===== src/rtl/load_store_unit.sv =====
// Load/store bridge from the CPU datapath to a word-wide RAM bus with byte enables.
// Optional MISALIGN_TRAP_EN: misaligned half/word requests fail without a bus cycle.
module load_store_unit #(
  parameter int unsigned TIMEOUT_CYCLES = 255
) (
  input  logic        clk,
  input  logic        rst_n,
  input  logic        req_valid,
  output logic        req_ready,
  input  logic        req_we,
  input  logic [2:0]  req_size,
  input  logic [31:0] req_addr,
  input  logic [31:0] req_wdata,
  output logic        resp_valid,
  output logic [31:0] resp_rdata,
  output logic [2:0]  resp_size,
  output logic        resp_err,
  output logic        mem_req,
  output logic        mem_we,
  output logic [3:0]  mem_be,
  output logic [31:0] mem_addr,
  output logic [31:0] mem_wdata,
  input  logic        mem_ack,
  input  logic [31:0] mem_rdata
);

`ifdef MISALIGN_TRAP_EN
  localparam bit TRAP = 1'b1;
`else
  localparam bit TRAP = 1'b0;
`endif

  typedef enum logic [1:0] {IDLE, BUS, RESP} state_e;

  state_e      state_q, state_d;
  logic [31:0] addr_q, wdata_q;
  logic [2:0]  size_q;
  logic        we_q;
  logic [31:0] cnt_q, cnt_d;
  logic [31:0] rdata_q, rdata_d;
  logic [2:0]  rsize_q, rsize_d;
  logic        err_q, err_d;

  logic [1:0]  off;
  logic [3:0]  be_c;
  logic [31:0] wrep, lmask, load_c;

  function automatic logic bad_size(input logic we, input logic [2:0] sz);
    case (sz)
      3'b000, 3'b001, 3'b010: bad_size = 1'b0;
      3'b100, 3'b101:         bad_size = we;
      default:                bad_size = 1'b1;
    endcase
  endfunction

  function automatic logic misaligned(input logic [2:0] sz, input logic [1:0] a);
    case (sz[1:0])
      2'b01:   misaligned = a[0];
      2'b10:   misaligned = |a;
      default: misaligned = 1'b0;
    endcase
  endfunction

  // Lane steering from the captured request; misaligned offsets are truncated.
  always_comb begin
    off   = 2'd0;
    be_c  = 4'b1111;
    wrep  = wdata_q;
    lmask = 32'hFFFF_FFFF;
    case (size_q[1:0])
      2'b00: begin
        off   = addr_q[1:0];
        be_c  = 4'b0001 << off;
        wrep  = {4{wdata_q[7:0]}};
        lmask = 32'h0000_00FF;
      end
      2'b01: begin
        off   = {addr_q[1], 1'b0};
        be_c  = 4'b0011 << off;
        wrep  = {2{wdata_q[15:0]}};
        lmask = 32'h0000_FFFF;
      end
      default: ;
    endcase
    load_c = (mem_rdata >> {off, 3'b000}) & lmask;
  end

  always_comb begin
    state_d = state_q;
    cnt_d   = cnt_q;
    rdata_d = rdata_q;
    rsize_d = rsize_q;
    err_d   = err_q;
    case (state_q)
      IDLE: if (req_valid) begin
        if (bad_size(req_we, req_size) || (TRAP && misaligned(req_size, req_addr[1:0]))) begin
          state_d = RESP;
          rdata_d = 32'd0;
          rsize_d = req_size;
          err_d   = 1'b1;
        end else begin
          state_d = BUS;
          cnt_d   = 32'd0;
        end
      end
      BUS: begin
        // An ack on the final allowed cycle still wins over the timeout.
        if (mem_ack) begin
          state_d = RESP;
          rdata_d = we_q ? 32'd0 : load_c;
          rsize_d = size_q;
          err_d   = 1'b0;
        end else if (TIMEOUT_CYCLES != 0 && cnt_q == TIMEOUT_CYCLES - 1) begin
          state_d = RESP;
          rdata_d = 32'd0;
          rsize_d = size_q;
          err_d   = 1'b1;
        end else begin
          cnt_d = cnt_q + 32'd1;
        end
      end
      RESP:    state_d = IDLE;
      default: state_d = IDLE;
    endcase
  end

  always_ff @(posedge clk or negedge rst_n) begin
    if (!rst_n) begin
      state_q <= IDLE;
      cnt_q   <= 32'd0;
      rdata_q <= 32'd0;
      rsize_q <= 3'd0;
      err_q   <= 1'b0;
      addr_q  <= 32'd0;
      wdata_q <= 32'd0;
      size_q  <= 3'd0;
      we_q    <= 1'b0;
    end else begin
      state_q <= state_d;
      cnt_q   <= cnt_d;
      rdata_q <= rdata_d;
      rsize_q <= rsize_d;
      err_q   <= err_d;
      if (state_q == IDLE && req_valid) begin
        addr_q  <= req_addr;
        wdata_q <= req_wdata;
        size_q  <= req_size;
        we_q    <= req_we;
      end
    end
  end

  assign req_ready  = (state_q == IDLE);
  assign resp_valid = (state_q == RESP);
  assign resp_rdata = rdata_q;
  assign resp_size  = rsize_q;
  assign resp_err   = err_q;
  assign mem_req    = (state_q == BUS);
  assign mem_we     = mem_req & we_q;
  assign mem_be     = mem_req ? be_c : 4'd0;
  assign mem_addr   = mem_req ? {addr_q[31:2], 2'b00} : 32'd0;
  assign mem_wdata  = (mem_req && we_q) ? wrep : 32'd0;

endmodule


===== config.mk =====
export PLATFORM = sky130hd
export DESIGN_NAME = load_store_unit
export DESIGN_NICKNAME = d
export VERILOG_FILES = /design/src/rtl/load_store_unit.sv
export SDC_FILE = /design/constraint.sdc
export NUM_CORES = 1
export LEC_CHECK = 0
export CAP_MARGIN = 0
export CORE_MARGIN = 8
export CORE_UTILIZATION = 45
export CTS_CLUSTER_DIAMETER = 150
export CTS_CLUSTER_SIZE = 28
export DETAILED_ROUTE_END_ITERATION = 16
export GPL_ROUTABILITY_DRIVEN = 0
export PLACE_DENSITY = 0.83
export SLEW_MARGIN = 20
export SYNTH_ARGS = -nofsm -noshare
export SYNTH_HDL_FRONTEND = slang
export SYNTH_SLANG_ARGS = --single-unit
export TNS_END_PERCENT = 20

===== constraint.sdc =====
create_clock -name clk -period 5.5 [get_ports clk]
set_input_delay 1.1 -clock clk [delete_from_list [all_inputs] [get_ports clk]]
set_output_delay 1.1 -clock clk [all_outputs]
set_load 0.02 [all_outputs]

==> flow_summary.yaml, run 1 <==
layout:
  diodes: 0
  drive_gt1_frac: 0.157
  nNetsFinal: 922
  layout_common_cells: "208 x clkdlybuf4s50_1, 138 x dfrtp_1, 67 x mux2_2, 41 x nand2_1"
  flow.area_growth_from_synthesis_pct: 40.2
  layout_commonest_cell: "clkdlybuf4s50_1"
global_route:
  grt_start_max_net_pins: 101
  grt_overflow: 0
  antenna_found_initial: 0
  grt_usage: 0.208
  grt_pass1_wl_um: 32400
  grt_pass1_vias: 5964
synthesis:
  synth_xor_area_frac: 0
  synthAdderAreaFrac: 0.00360
  yosysSeqAreaShare: 0.497
  synth.distinct_cells: 51
  synth_top_family_by_area: "multiplexers"
  synthCells: 623
  synth-simple-area-share: 0.167
  syn_area_mm2: 0.00694
  synth_compound_area_frac: 0.127
  synth_top_flop_cell: "dfrtp_1"
  synth.avg_cell_area_um2: 11.1
  synth_mux_area_frac: 0.169
  ys_seq_elements: 138
  yosys_warnings: 0
  synth_edf_count: 0
  async_flop_share: 1.00
power_and_ir_drop:
  peakVddDrop_uv: 371
  powerDensity_mw_per_mm2: 409
  p_leak_nw: 4.23
floorplanning:
  placementRows: 45
  die_w_um: 140
  start_util: 0.458
  io_pins: 212
  die-area_mm2: 0.0197
  die_h_um: 140
  core_mm2: 0.0151
drt:
  wl_per_cell_um: 20.0
  routed_wl_um: 20300
  vias: 5828
  drtIter0Drc: 534
  dr.pass1.iters: 5
  vias_per_cell: 5.73
  drc: 0
  final_antenna_net_count: 0
critical_path:
  arrival_ns: 2.87
  critical_path_class: "reg -> out"
  r2r_slack_ns: 2.74
  endpoint_kind: "primary output"
  cp-start-kind: "flop"
  worstPathRequired_ns: 4.40
  crit_fanout: 18
min_path:
  hp-class: "reg -> reg"
clocking:
  path_clk_slew_ns: 0.07
  cts_sinks: 138
  hold_buffers: 0
  cts_resized: 0
  cts_tree: "built"
  ctsLongestPathBuffers: 2
  htreeDepth: 4
  root_buffer: "clkbuf_16"
  insertion_delay_ns: 0.42
  cts_buffers: 17
  postCtsSetupRepairBufs: 0
sta:
  min_period_ns: 3.97
  holdWs_ns: 0.497
  worst_pin_slew_ns: 0.929
  fin_crit_sh: 0.722
  finalSetupViolations: 0
  finalClockSkew_ns: 0.00703
  slew_headroom: 0.381
  hold_violations: 0
  rsz0062_at_grt: "false"
  max_freq_mhz: 252
  fin_tns_setup_ns: 0
  finalMaxSlewViolations: 0
placement:
  post-dp-hpwl_um: 14400
  io_buffer_count: 209
run_status:
  status: "completed"
job:
  maxCapViolCount: 0
[final timing paths]
kind / start / to / cells past startpoint
max in group asynchronous: rst_n / wdata_q[13] / 2
hold reg to reg: addr_q[8] / addr_q[8] / 1
min in group asynchronous: rst_n / cnt_q[20] / 1
setup reg to reg: state_q[1] / resp_rdata[23] / 7
hold / removal: addr_q[8] / addr_q[8] / 1
setup / recovery: size_q[0] / mem_be[0] / 5
[cell families (layout without fill, tap and decap cells)]
group | count (synthesis) | count (layout)
flip-flops | 138 | 138
buffers and inverters | 52 | 257
other | 1 | 2
AND/OR/NAND/NOR | 216 | 216
multiplexers | 99 | 99
adder cells (fa/ha/maj) | 2 | 2
AO/OA/AOI/OAI | 115 | 115
[worst max-delay path, cell delays in order, from the launching register on]
cell	delay (ns)
dfrtp_1	0.59
nor2_1	0.70
and2_1	0.22
buf_4	0.28
nor3_1	0.09
clkdlybuf4s50_1	0.57
[stage by stage]
step / instance area, um2 / setup WS [ns] / std cells / total power [mW] / util
after CTS: 9730 / 1.59 / 1017 / 4.01 / 0.642
after global placement: 9120 / 1.99 / 985 / 2.80 / 0.602
after floorplan: 6950 / 2.65 / 624 / 2.24 / -
after global routing: 9730 / 1.40 / 1017 / 4.17 / 0.643
final: 9730 / 1.53 / 1017 / 3.99 / 0.643
after detailed placement: 9120 / 1.92 / 985 / 2.83 / 0.602
[layer usage]
layer / wire, um / track usage / vias to the layer above
li1: - / - / 2700
met1: 8130 / 0.241 / 2895
met2: 9870 / 0.341 / 210
met3: 2020 / 0.0968 / 23
met4: 313 / 0.0566 / 0
met5: 0 / 0 / -
[synth_stat cells (3+ instances only)]
cell        n  area [um2]
nor3_1     21         105
nand4_1    12        75.1
o221a_2     3        33.8
buf_2      15        75.1
and4_1      6        52.6
and3_1     25         156
mux4_2      8         180
a21oi_1    20         100
a211o_1    17         149
or4_1       3        22.5
a22o_1     32         280
buf_4       7        52.6
nand3_1    16        80.1
clkbuf_1   18        67.6
nand2_1    41         154
o21ai_0    15        75.1
and2_1     35         219
a221o_1     5        50.1
nor2_1     34         128
o21a_1      3        22.5
nor2b_1     3        18.8
o211a_1     4        40.0
buf_1       3        11.3
inv_1       8        30.0
or2_2       4        25.0
dfrtp_1   138        3450
mux2i_1    24         240
mux2_2     67         754
nor4_1      8        50.1
[layout make-up]
type                    instances  area (um2)
multi-input cells             434        3260
flip-flops and latches        138        3450
inverters                       9        33.8
well taps                     188         235
clock buffers                  17         425
fillers                      1113        5410
repair buffers                216        2150
clock inverters                15         181
[sequential cells by signal, summed over array words and instances (netlist names)]
name,cells
we_q,1
resp_err,1
resp_size,3
addr_q,32
resp_rdata,32
size_q,3
state_q,2
cnt_q,32
wdata_q,32
[where the power goes]
group | switching [mW] | internal, mW | leakage, nW
registers | 0.199 | 1.26 | 1.75
logic | 0.666 | 0.679 | 2.19
clock network | 0.492 | 0.687 | 0.296
No activity file was read; power rests on OpenSTA's default activity.
==> run 2: changes to the inputs <==
- CORE_UTILIZATION: 45 -> 43
- clock period: 5.5 -> 3.5 ns (I/O delays scaled with it)
==> run 2 against run 1 <==
Against the previous run:
- sequential cell count is the same
- clock power grew 59%
- combinational power grew 61%
- worst setup slack lost 1.3 ns
- sequential share of layout area shrank 0.44 points
- critical path depth grew 1
- highest routed layer unchanged
==> flow_summary.yaml, run 2 (synthesis gave the netlist of run 1 again) <==
run_status:
  status: "completed"
clocking:
  hold_buffers: 0
  cts_tree: "built"
  path_clk_slew_ns: 0.06
  cts_sinks: 138
  htreeDepth: 4
  root_buffer: "clkbuf_16"
  postCtsSetupRepairBufs: 0
  cts_resized: 0
  insertion_delay_ns: 0.42
  cts_buffers: 17
  ctsLongestPathBuffers: 2
sta:
  max_freq_mhz: 305
  fin_crit_sh: 0.937
  hold_violations: 0
  min_period_ns: 3.28
  finalSetupViolations: 0
  fin_tns_setup_ns: 0
  finalClockSkew_ns: 0.00629
  rsz0062_at_grt: "false"
  slew_headroom: 0.403
  finalMaxSlewViolations: 0
  worst_pin_slew_ns: 0.896
layout:
  multi_input_comb_area_mm2: 0.00325
  layout_commonest_cell: "clkdlybuf4s50_1"
  layout_common_cells: "208 x clkdlybuf4s50_1, 138 x dfrtp_1, 67 x mux2_2, 41 x nand2_1"
  fillerInstances: 1222
  seq_area_mm2: 0.00345
  diodes: 0
  nNetsFinal: 933
  final_cell_count_no_fill: 1056
  fin_area_mm2: 0.00985
  flow.area_growth_from_synthesis_pct: 42.0
  drive_gt1_frac: 0.167
drt:
  vias: 5930
  drtIter0Drc: 427
  dr.pass1.iters: 5
  dr_wl_met3_um: 2040
  routed_wl_um: 21200
  routed.top_layer: "met4"
  wl_met2_um: 10000
  met1_length_um: 8480
  final_antenna_net_count: 0
  vias_per_cell: 5.62
  drc: 0
  wl_per_cell_um: 20.0
global_route:
  grt_start_max_net_pins: 75
  grt_usage: 0.211
  grt_pass1_vias: 6082
  antenna_found_initial: 0
  grt_pass1_wl_um: 33500
  grt_overflow: 0
job:
  maxCapViolCount: 0
min_path:
  hp-class: "in -> async"
floorplanning:
  die-area_mm2: 0.0205
  die_w_um: 143
  core_mm2: 0.0158
  io_pins: 212
  start_util: 0.439
  placementRows: 46
  die_h_um: 143
critical_path:
  arrival_ns: 2.58
  cp-start-kind: "flop"
  rr_worst_depth: 9
  crit_fanout: 25
  crit_end: "mem_wdata[8]"
  endpoint_kind: "primary output"
  critical_path_class: "reg -> out"
  worstPathRequired_ns: 2.80
  setup.worst_path.start: "state_q[1]"
  timing.rr.start: "cnt_q[0]"
  r2r_slack_ns: 0.66
  r2r_end: "cnt_q[5]"
power_and_ir_drop:
  p_leak_nw: 4.29
  p_total_mw: 6.35
  peakVddDrop_uv: 406
  powerDensity_mw_per_mm2: 644
placement:
  placed_cells: 1024
  io_buffer_count: 209
  post-dp-hpwl_um: 14900
  dpl-instance-area_mm2: 0.00924
## run 2: worst min path at each step
stage	from	end	slack, ns	cells past startpoint
after floorplan	rst_n	addr_q[0]	0.40	0
after global placement	addr_q[18]	addr_q[18]	0.48	1
after detailed placement	resp_rdata[30]	resp_rdata[30]	0.48	1
after CTS	rst_n	cnt_q[14]	0.32	1
after global routing	rst_n	cnt_q[12]	0.34	1
final	rst_n	cnt_q[12]	0.30	1
## run 2: metal layers
metal | vias up | GRT usage
met3 | 39 | 0.0851
li1 | 2710 | -
met2 | 255 | 0.329
met5 | - | 0
met4 | 0 | 0.0777
met1 | 2926 | 0.256
## run 2: where the power goes
part	internal (mW)	switching, mW	total, mW
clock network	1.13	0.746	1.88
logic	1.09	1.06	2.16
registers	1.99	0.323	2.31
## run 2: through the flow
step	hold WS, ns	util	setup WS (ns)
4_1_cts	0.316	0.623	0.193
2_1_floorplan	0.404	-	1.05
6_report	0.301	0.623	0.219
5_1_grt	0.345	0.623	0.0699
3_3_place_gp	0.481	0.584	0.725
3_5_place_dp	0.482	0.584	0.674
## run 2: cell type report
type	instances	share of cell area
flip-flops and latches	138	0.350
well taps	216	0.0274
clock inverters	15	0.0193
inverters	9	0.00343
multi-input cells	434	0.330
repair buffers	227	0.226
clock buffers	17	0.0432
## run 2: critical path: stages (launching register included)
cell             delay (ns)
dfrtp_1                0.39
nand2b_1               0.23
inv_1                  0.33
nand2_1                0.10
buf_4                  0.23
a21oi_1                0.22
clkdlybuf4s50_1        0.65
